--- config.mk ---
export PLATFORM = sky130hd
export DESIGN_NAME = cart_mbc1
export DESIGN_NICKNAME = d
export VERILOG_FILES = /design/src/rtl/gb_cart_pkg.sv /design/src/rtl/mbc1_bank_regs.sv /design/src/rtl/cart_mbc1.sv
export SDC_FILE = /design/constraint.sdc
export NUM_CORES = 1
export LEC_CHECK = 0
export ABC_AREA = 0
export BUFFER_PORTS_ARGS = -buffer_cell sky130_fd_sc_hd__buf_4
export CAP_MARGIN = 20
export CORE_ASPECT_RATIO = 2
export CORE_MARGIN = 2
export CORE_UTILIZATION = 50
export DETAILED_ROUTE_END_ITERATION = 8
export PLACE_DENSITY = 0.81
export SKIP_CTS_REPAIR_TIMING = 1
export SYNTH_ARGS = -nofsm -noshare
export SYNTH_HDL_FRONTEND = slang
export SYNTH_SLANG_ARGS = --single-unit
--- constraint.sdc ---
create_clock -name clk -period 5.3 [get_ports clk]
set_input_delay 1.59 -clock clk [delete_from_list [all_inputs] [get_ports clk]]
set_output_delay 1.59 -clock clk [all_outputs]
set_load 0.01 [all_outputs]
--- src/rtl/gb_cart_pkg.sv ---
// gb_cart_pkg: shared types and constants for the MBC1 cartridge mapper.
//   state_t      - access FSM states
//   RGN_*        - cartridge address region decodes
//   *_W / MEM_AW - external memory address field widths
package gb_cart_pkg;
  typedef enum logic [1:0] {IDLE, READ, WRITE} state_t;
  localparam logic       RGN_REGS = 1'b0;
  localparam logic [1:0] RGN_ROM0 = 2'b00;
  localparam logic [1:0] RGN_ROMX = 2'b01;
  localparam logic [2:0] RGN_RAM  = 3'b101;
  localparam int MEM_AW     = 21;
  localparam int ROM_OFS_W  = 14;
  localparam int RAM_OFS_W  = 13;
  localparam int ROM_BANK_W = 6;
  localparam int RAM_BANK_W = 2;
  localparam int BANK_LO_W  = 5;
  localparam int BANK_HI_W  = 2;
endpackage

--- src/rtl/mbc1_bank_regs.sv ---
// mbc1_bank_regs: MBC1 control registers and cartridge-to-memory address translation.
//   clk, reset - clock, synchronous active-high reset
//   we         - register write strobe (one cycle per cart_wr rise)
//   wr_sel     - cart_addr[14:13] of the register write
//   wr_data    - cart_di[4:0] of the register write
//   addr       - cartridge address to translate
//   ram_en     - external RAM enable register
//   mem_addr   - translated external memory byte address
module mbc1_bank_regs
  import gb_cart_pkg::*;
#(
  parameter int ROM_BANKS_LOG2 = 6,
  parameter int RAM_BANKS_LOG2 = 2
) (
  input  logic              clk,
  input  logic              reset,
  input  logic              we,
  input  logic [1:0]        wr_sel,
  input  logic [4:0]        wr_data,
  input  logic [15:0]       addr,
  output logic              ram_en,
  output logic [MEM_AW-1:0] mem_addr
);
  localparam logic [6:0] ROM_MASK = 7'((1 << ROM_BANKS_LOG2) - 1);
  localparam logic [1:0] RAM_MASK = 2'((1 << RAM_BANKS_LOG2) - 1);
  logic [BANK_LO_W-1:0] bank_lo, lo_eff;
  logic [BANK_HI_W-1:0] bank_hi;
  logic [RAM_BANK_W-1:0] ram_bank;
  logic [ROM_BANK_W-1:0] rom_bank;
  logic [6:0] rom_sel;
  logic mode;
  always_ff @(posedge clk) begin
    if (reset) begin
      bank_lo <= 5'd1;
      bank_hi <= '0;
      mode    <= 1'b0;
      ram_en  <= 1'b0;
    end else if (we) begin
      case (wr_sel)
        2'd0:    ram_en  <= wr_data[3:0] == 4'hA;
        2'd1:    bank_lo <= wr_data;
        2'd2:    bank_hi <= wr_data[1:0];
        default: mode    <= wr_data[0];
      endcase
    end
  end
  // Bank 0 in the low field always reads as bank 1, so 20h/40h/60h alias to 21h/41h/61h.
  always_comb begin
    lo_eff   = bank_lo == '0 ? 5'd1 : bank_lo;
    rom_sel  = addr[15:14] == RGN_ROMX ? {bank_hi, lo_eff} : mode ? {bank_hi, 5'b0} : 7'd0;
    rom_bank = 6'(rom_sel & ROM_MASK);
    ram_bank = (mode ? bank_hi : 2'd0) & RAM_MASK;
    mem_addr = addr[15:13] == RGN_RAM ? {1'b1, 5'b0, ram_bank, addr[RAM_OFS_W-1:0]}
                                      : {1'b0, rom_bank, addr[ROM_OFS_W-1:0]};
  end
endmodule

--- src/rtl/cart_mbc1.sv ---
// cart_mbc1: MBC1 cartridge mapper bridging cartridge strobes to a handshaked external memory.
//   clk, reset       - clock, synchronous active-high reset
//   cart_addr/rd/wr  - cartridge bus address and strobes
//   cart_di, cart_do - cartridge write data, registered read data
//   mem_addr/rd/wr   - external memory request (bit20: 0 ROM, 1 RAM)
//   mem_di, mem_do   - external write data, read data
//   mem_ack          - one-cycle completion of the outstanding request
//   busy             - external access outstanding
module cart_mbc1
  import gb_cart_pkg::*;
#(
  parameter int ROM_BANKS_LOG2 = 6,
  parameter int RAM_BANKS_LOG2 = 2
) (
  input  logic              clk,
  input  logic              reset,
  input  logic [15:0]       cart_addr,
  input  logic              cart_rd,
  input  logic              cart_wr,
  input  logic [7:0]        cart_di,
  output logic [7:0]        cart_do,
  output logic [MEM_AW-1:0] mem_addr,
  output logic              mem_rd,
  output logic              mem_wr,
  output logic [7:0]        mem_di,
  input  logic [7:0]        mem_do,
  input  logic              mem_ack,
  output logic              busy
);
  state_t state;
  logic wr_q, rd_q, pend_v, last_v, ram_en, rise, ram_rgn, wr_ram, rd_go;
  logic [15:0] pend_addr, last_addr, xaddr;
  logic [7:0] pend_data;
  logic [MEM_AW-1:0] xmem;
  assign rise    = cart_wr & ~wr_q;
  assign ram_rgn = cart_addr[15:13] == RGN_RAM;
  assign wr_ram  = rise & ram_rgn & ram_en;
  // A held read is re-serviced only when the strobe is new or the address moved.
  assign rd_go   = cart_rd & (cart_addr[15] == RGN_REGS | ram_rgn)
                 & (~rd_q | ~last_v | cart_addr != last_addr);
  assign xaddr   = pend_v ? pend_addr : cart_addr;
  mbc1_bank_regs #(.ROM_BANKS_LOG2(ROM_BANKS_LOG2), .RAM_BANKS_LOG2(RAM_BANKS_LOG2)) u_regs (
    .clk(clk),
    .reset(reset),
    .we(rise & cart_addr[15] == RGN_REGS),
    .wr_sel(cart_addr[14:13]),
    .wr_data(cart_di[4:0]),
    .addr(xaddr),
    .ram_en(ram_en),
    .mem_addr(xmem)
  );
  always_ff @(posedge clk) begin
    if (reset) begin
      state     <= IDLE;
      busy      <= 1'b0;
      cart_do   <= 8'hFF;
      mem_addr  <= '0;
      mem_rd    <= 1'b0;
      mem_wr    <= 1'b0;
      mem_di    <= '0;
      wr_q      <= 1'b0;
      rd_q      <= 1'b0;
      pend_v    <= 1'b0;
      pend_addr <= '0;
      pend_data <= '0;
      last_v    <= 1'b0;
      last_addr <= '0;
    end else begin
      wr_q <= cart_wr;
      rd_q <= cart_rd;
      if (state == IDLE) begin
        if (pend_v || wr_ram) begin
          state    <= WRITE;
          busy     <= 1'b1;
          mem_wr   <= 1'b1;
          mem_addr <= xmem;
          mem_di   <= pend_v ? pend_data : cart_di;
          pend_v   <= pend_v & wr_ram;
        end else if (rd_go) begin
          last_addr <= cart_addr;
          if (ram_rgn && !ram_en) begin
            cart_do <= 8'hFF;
            last_v  <= 1'b1;
          end else begin
            state    <= READ;
            busy     <= 1'b1;
            mem_rd   <= 1'b1;
            mem_addr <= xmem;
            last_v   <= 1'b0;
          end
        end
      end else begin
        if (wr_ram) pend_v <= 1'b1;
        if (mem_ack) begin
          state  <= IDLE;
          busy   <= 1'b0;
          mem_rd <= 1'b0;
          mem_wr <= 1'b0;
          if (state == READ) begin
            cart_do <= mem_do;
            last_v  <= 1'b1;
          end
        end
      end
      if (wr_ram) begin
        pend_addr <= cart_addr;
        pend_data <= cart_di;
      end
    end
  end
endmodule

==> impl_metrics.json <==
{
  "postSynthCellCount": 467,
  "clock_tree.buffer_depth": 2,
  "die_area_um2": 9003,
  "vias_per_cell": 5.578,
  "seqPwrFrac_pct": 48.0,
  "crit_type": "in2reg",
  "dpl_worst_slack_ps": 1138,
  "skew_ps": 6.999,
  "synth_edf_count": 0,
  "clkSlewWorstSetupHoldPaths_ps": 60,
  "syn_to_final_growth_pct": 20.74,
  "setup_viol": 0,
  "tightest_slew_ps": 954.1,
  "stdcell_count": 626,
  "rr_worst_depth": 6,
  "internal_power_mw": 1.205,
  "port-buffer-count": 76,
  "final_layout_size_suffix_gt1_share_pct": 20.94,
  "power_density_nw_per_um2": 318.4,
  "min_from": "pend_data[3]",
  "chipWidth_um": 68.10,
  "clkLatencyLatePin_ps": 340,
  "cp_max_fo": 29,
  "htreeDepth": 3,
  "gp_congestion": 0.7874,
  "reg2reg_to": "mem_addr[17]",
  "combPwrFrac_pct": 11.6,
  "hp-class": "reg2reg",
  "antenna_found_initial": 0,
  "rows": 46,
  "cp_slowest_stage_delay_ps": 710,
  "max_clock_freq_mhz": 260.2,
  "drv_slew": 0,
  "cts_tree": "yes",
  "p_sw_uw": 375.0,
  "grt_max_degree": 100,
  "finalNetCount": 562,
  "core_um2": 7943,
  "worstPathRequired_ps": 5490,
  "critPathArrivalTime_ps": 4030,
  "post-dp-hpwl_um": 6606,
  "path_buf_inv": 2,
  "cpLargestDelayFamily": "simple AND/OR/NAND/NOR gates",
  "syn_nets": 504,
  "clkPwrFrac_pct": 40.4,
  "synth_seq_cells": 95,
  "cts_buffers": 9,
  "start_kind": "input port",
  "yosysWarnings": 0,
  "finalCritPeriodShare_pct": 72.53,
  "worst-r2r-setup-slack_ps": 2470,
  "ys_seq_area_share_pct": 46.29,
  "pin_count": 77,
  "grt_setup_unrepaired": "no",
  "track_usage_pct": 22.21,
  "tns_ps": 0,
  "antenna_cells": 0,
  "setup_ws_ps": 1456,
  "drt_iter0_drc": 216,
  "relSlewSlack_pct": 36.25,
  "via_count": 3492,
  "first_global_vias": 3287,
  "maxCapViolCount": 0,
  "yosysUniqueCellTypes": 45,
  "synth_ff_type": "dfxtp_1",
  "synth_top_area_share_pct": 46.29,
  "clock-root-buffer": "clkbuf_16",
  "status": "finished clean",
  "grt_overflow_total": 0,
  "yosysTopAreaCell": "dfxtp_1",
  "whs_path_depth": 2,
  "switching_share_pct": 23.74,
  "p_leak_nw": 1.920,
  "synth_area_um2": 4109,
  "drc": 0,
  "routed_wl_um": 9599,
  "clock_sinks": 95,
  "hold-path-endpoint": "pend_data[3]",
  "start_util_pct": 51.73,
  "dp_cells": 609,
  "wl_per_cell_um": 15.33,
  "worstSetupEndpointType": "flop",
  "syn_avg_cell_area_um2": 8.799,
  "ant_nets": 0,
  "power_mw": 1.580,
  "grt_pass1_wl_um": 15400,
  "finalHoldViolCount": 0,
  "ir_drop_uv": 259.6,
  "min_period_ps": 3844,
  "drt-pass1-iter-count": 4,
  "crit_slowest_cell": "and2_1",
  "path_cells": "buf_4 > nor2b_4 > and4_4 > o21ai_1 > o21ai_1 > buf_4 > and2_1 > o21ai_0",
  "r2r-start": "pend_v",
  "die_y_um": 132.2,
  "netlist_top_cells_area": "dfxtp_1, mux2i_1, a21oi_1",
  "async_flop_share_pct": 0
}
-- registers in the layout, summed over array words and instances (netlist names) --
register        cells
pend_addr          16
state               2
pend_data           8
mem_di              8
last_addr          16
mem_rd              1
cart_do             8
wr_q                1
u_regs.mode         1
mem_wr              1
pend_v              1
mem_addr           21
u_regs.bank_lo      5
busy                1
rd_q                1
last_v              1
u_regs.ram_en       1
u_regs.bank_hi      2
-- area by class of cell --
class	instances	area (µm²)
Clock inverter	4	45.04
Timing Repair Buffer	82	623.1
Multi-Input combinational cell	334	2013
Inverter	3	11.26
Sequential cell	95	1902
Fill cell	704	2982
Tap cell	96	120.1
Clock buffer	12	246.5
-- how the worst max path moves through the flow --
stage	from	end	slack, ps	cells past startpoint
3_5_place_dp	cart_addr[13]	mem_addr[17]	1140	8
5_1_grt	cart_addr[13]	mem_addr[17]	1270	8
2_1_floorplan	cart_addr[13]	last_addr[10]	1970	10
6_report	cart_addr[13]	mem_addr[17]	1460	8
3_3_place_gp	cart_addr[13]	mem_addr[15]	1220	8
4_1_cts	cart_addr[13]	mem_addr[17]	1480	8
-- per-layer routing --
metal | routed length, µm | track usage, % | up-vias
met5 | 0 | 0 | -
met4 | 272 | 10.67 | 0
met3 | 404 | 4.782 | 20
met2 | 5182 | 38.30 | 82
met1 | 3739 | 24.67 | 1649
li1 | - | - | 1741
-- through the flow --
stage	cell area [µm²]	util [%]	hold slack, ps
final	4961	62.46	454.5
after global routing	4961	62.46	473.1
after CTS	4946	62.27	454.7
after detailed placement	4654	58.60	446.3
after global placement	4654	58.60	440.9
after floorplan	4109	-	436.0
-- kinds of logic after synthesis --
logic type / share of synthesized area, %
mux: 9.744
compound gates: 16.54
simple gates: 19.31
xor+xnor: 3.410
flops: 46.28
buf+inv: 4.719
-- power by group through the flow --
stage	Sequential, mW	Clock [mW]	Combinational (mW)
2_1_floorplan	0.778	0	0.106
3_3_place_gp	0.773	0	0.179
3_5_place_dp	0.774	0	0.183
4_1_cts	0.759	0.648	0.184
5_1_grt	0.761	0.674	0.200
6_report	0.759	0.638	0.183
-- synthesized netlist by cell type, types with 3 or more instances --
library cell,n
nand4_1,5
inv_1,3
o21ai_0,10
or2_2,8
buf_6,5
clkbuf_1,22
nor3_1,4
nand2b_1,6
a211oi_1,23
nor4bb_1,3
nor2_1,45
dfxtp_1,95
a21oi_1,58
mux2i_1,40
o22ai_1,8
nor3b_1,7
o21a_1,3
nand3_1,11
xnor2_1,10
xor2_1,6
buf_2,5
nand2_1,59
nor2b_1,3
-- worst register-to-register path: stages (launching register included) --
cell,delay [ps]
dfxtp_1,700
buf_4,430
o21ai_1,190
o21ai_1,110
buf_4,300
and2_1,710
o21ai_0,230
-- placed cells by master, fill, tap and decap left out, types with 2 or more instances in the layout --
| cell | instances |
|---|---|
| clkbuf_1 | 2 |
| o21ai_1 | 2 |
| clkinv_2 | 3 |
| nor3b_1 | 7 |
| nand3_1 | 11 |
| dfxtp_1 | 95 |
| xnor2_1 | 10 |
| and2_1 | 2 |
| nor4_1 | 2 |
| a21bo_2 | 2 |
| a211oi_1 | 23 |
| xor2_1 | 6 |
| nand3b_1 | 2 |
| nor2b_1 | 3 |
| inv_1 | 3 |
| nand2_1 | 59 |
| a21oi_1 | 58 |
| nor2_1 | 45 |
| or2_2 | 8 |
| nand2b_1 | 6 |
| o22ai_1 | 8 |
| o21a_1 | 3 |
| nand4_1 | 5 |
| nor4bb_1 | 3 |
| buf_4 | 81 |
| nor3_1 | 4 |
| o21ai_0 | 10 |
| clkbuf_16 | 9 |
| mux2i_1 | 40 |
Power figures use the tool's default switching activity.
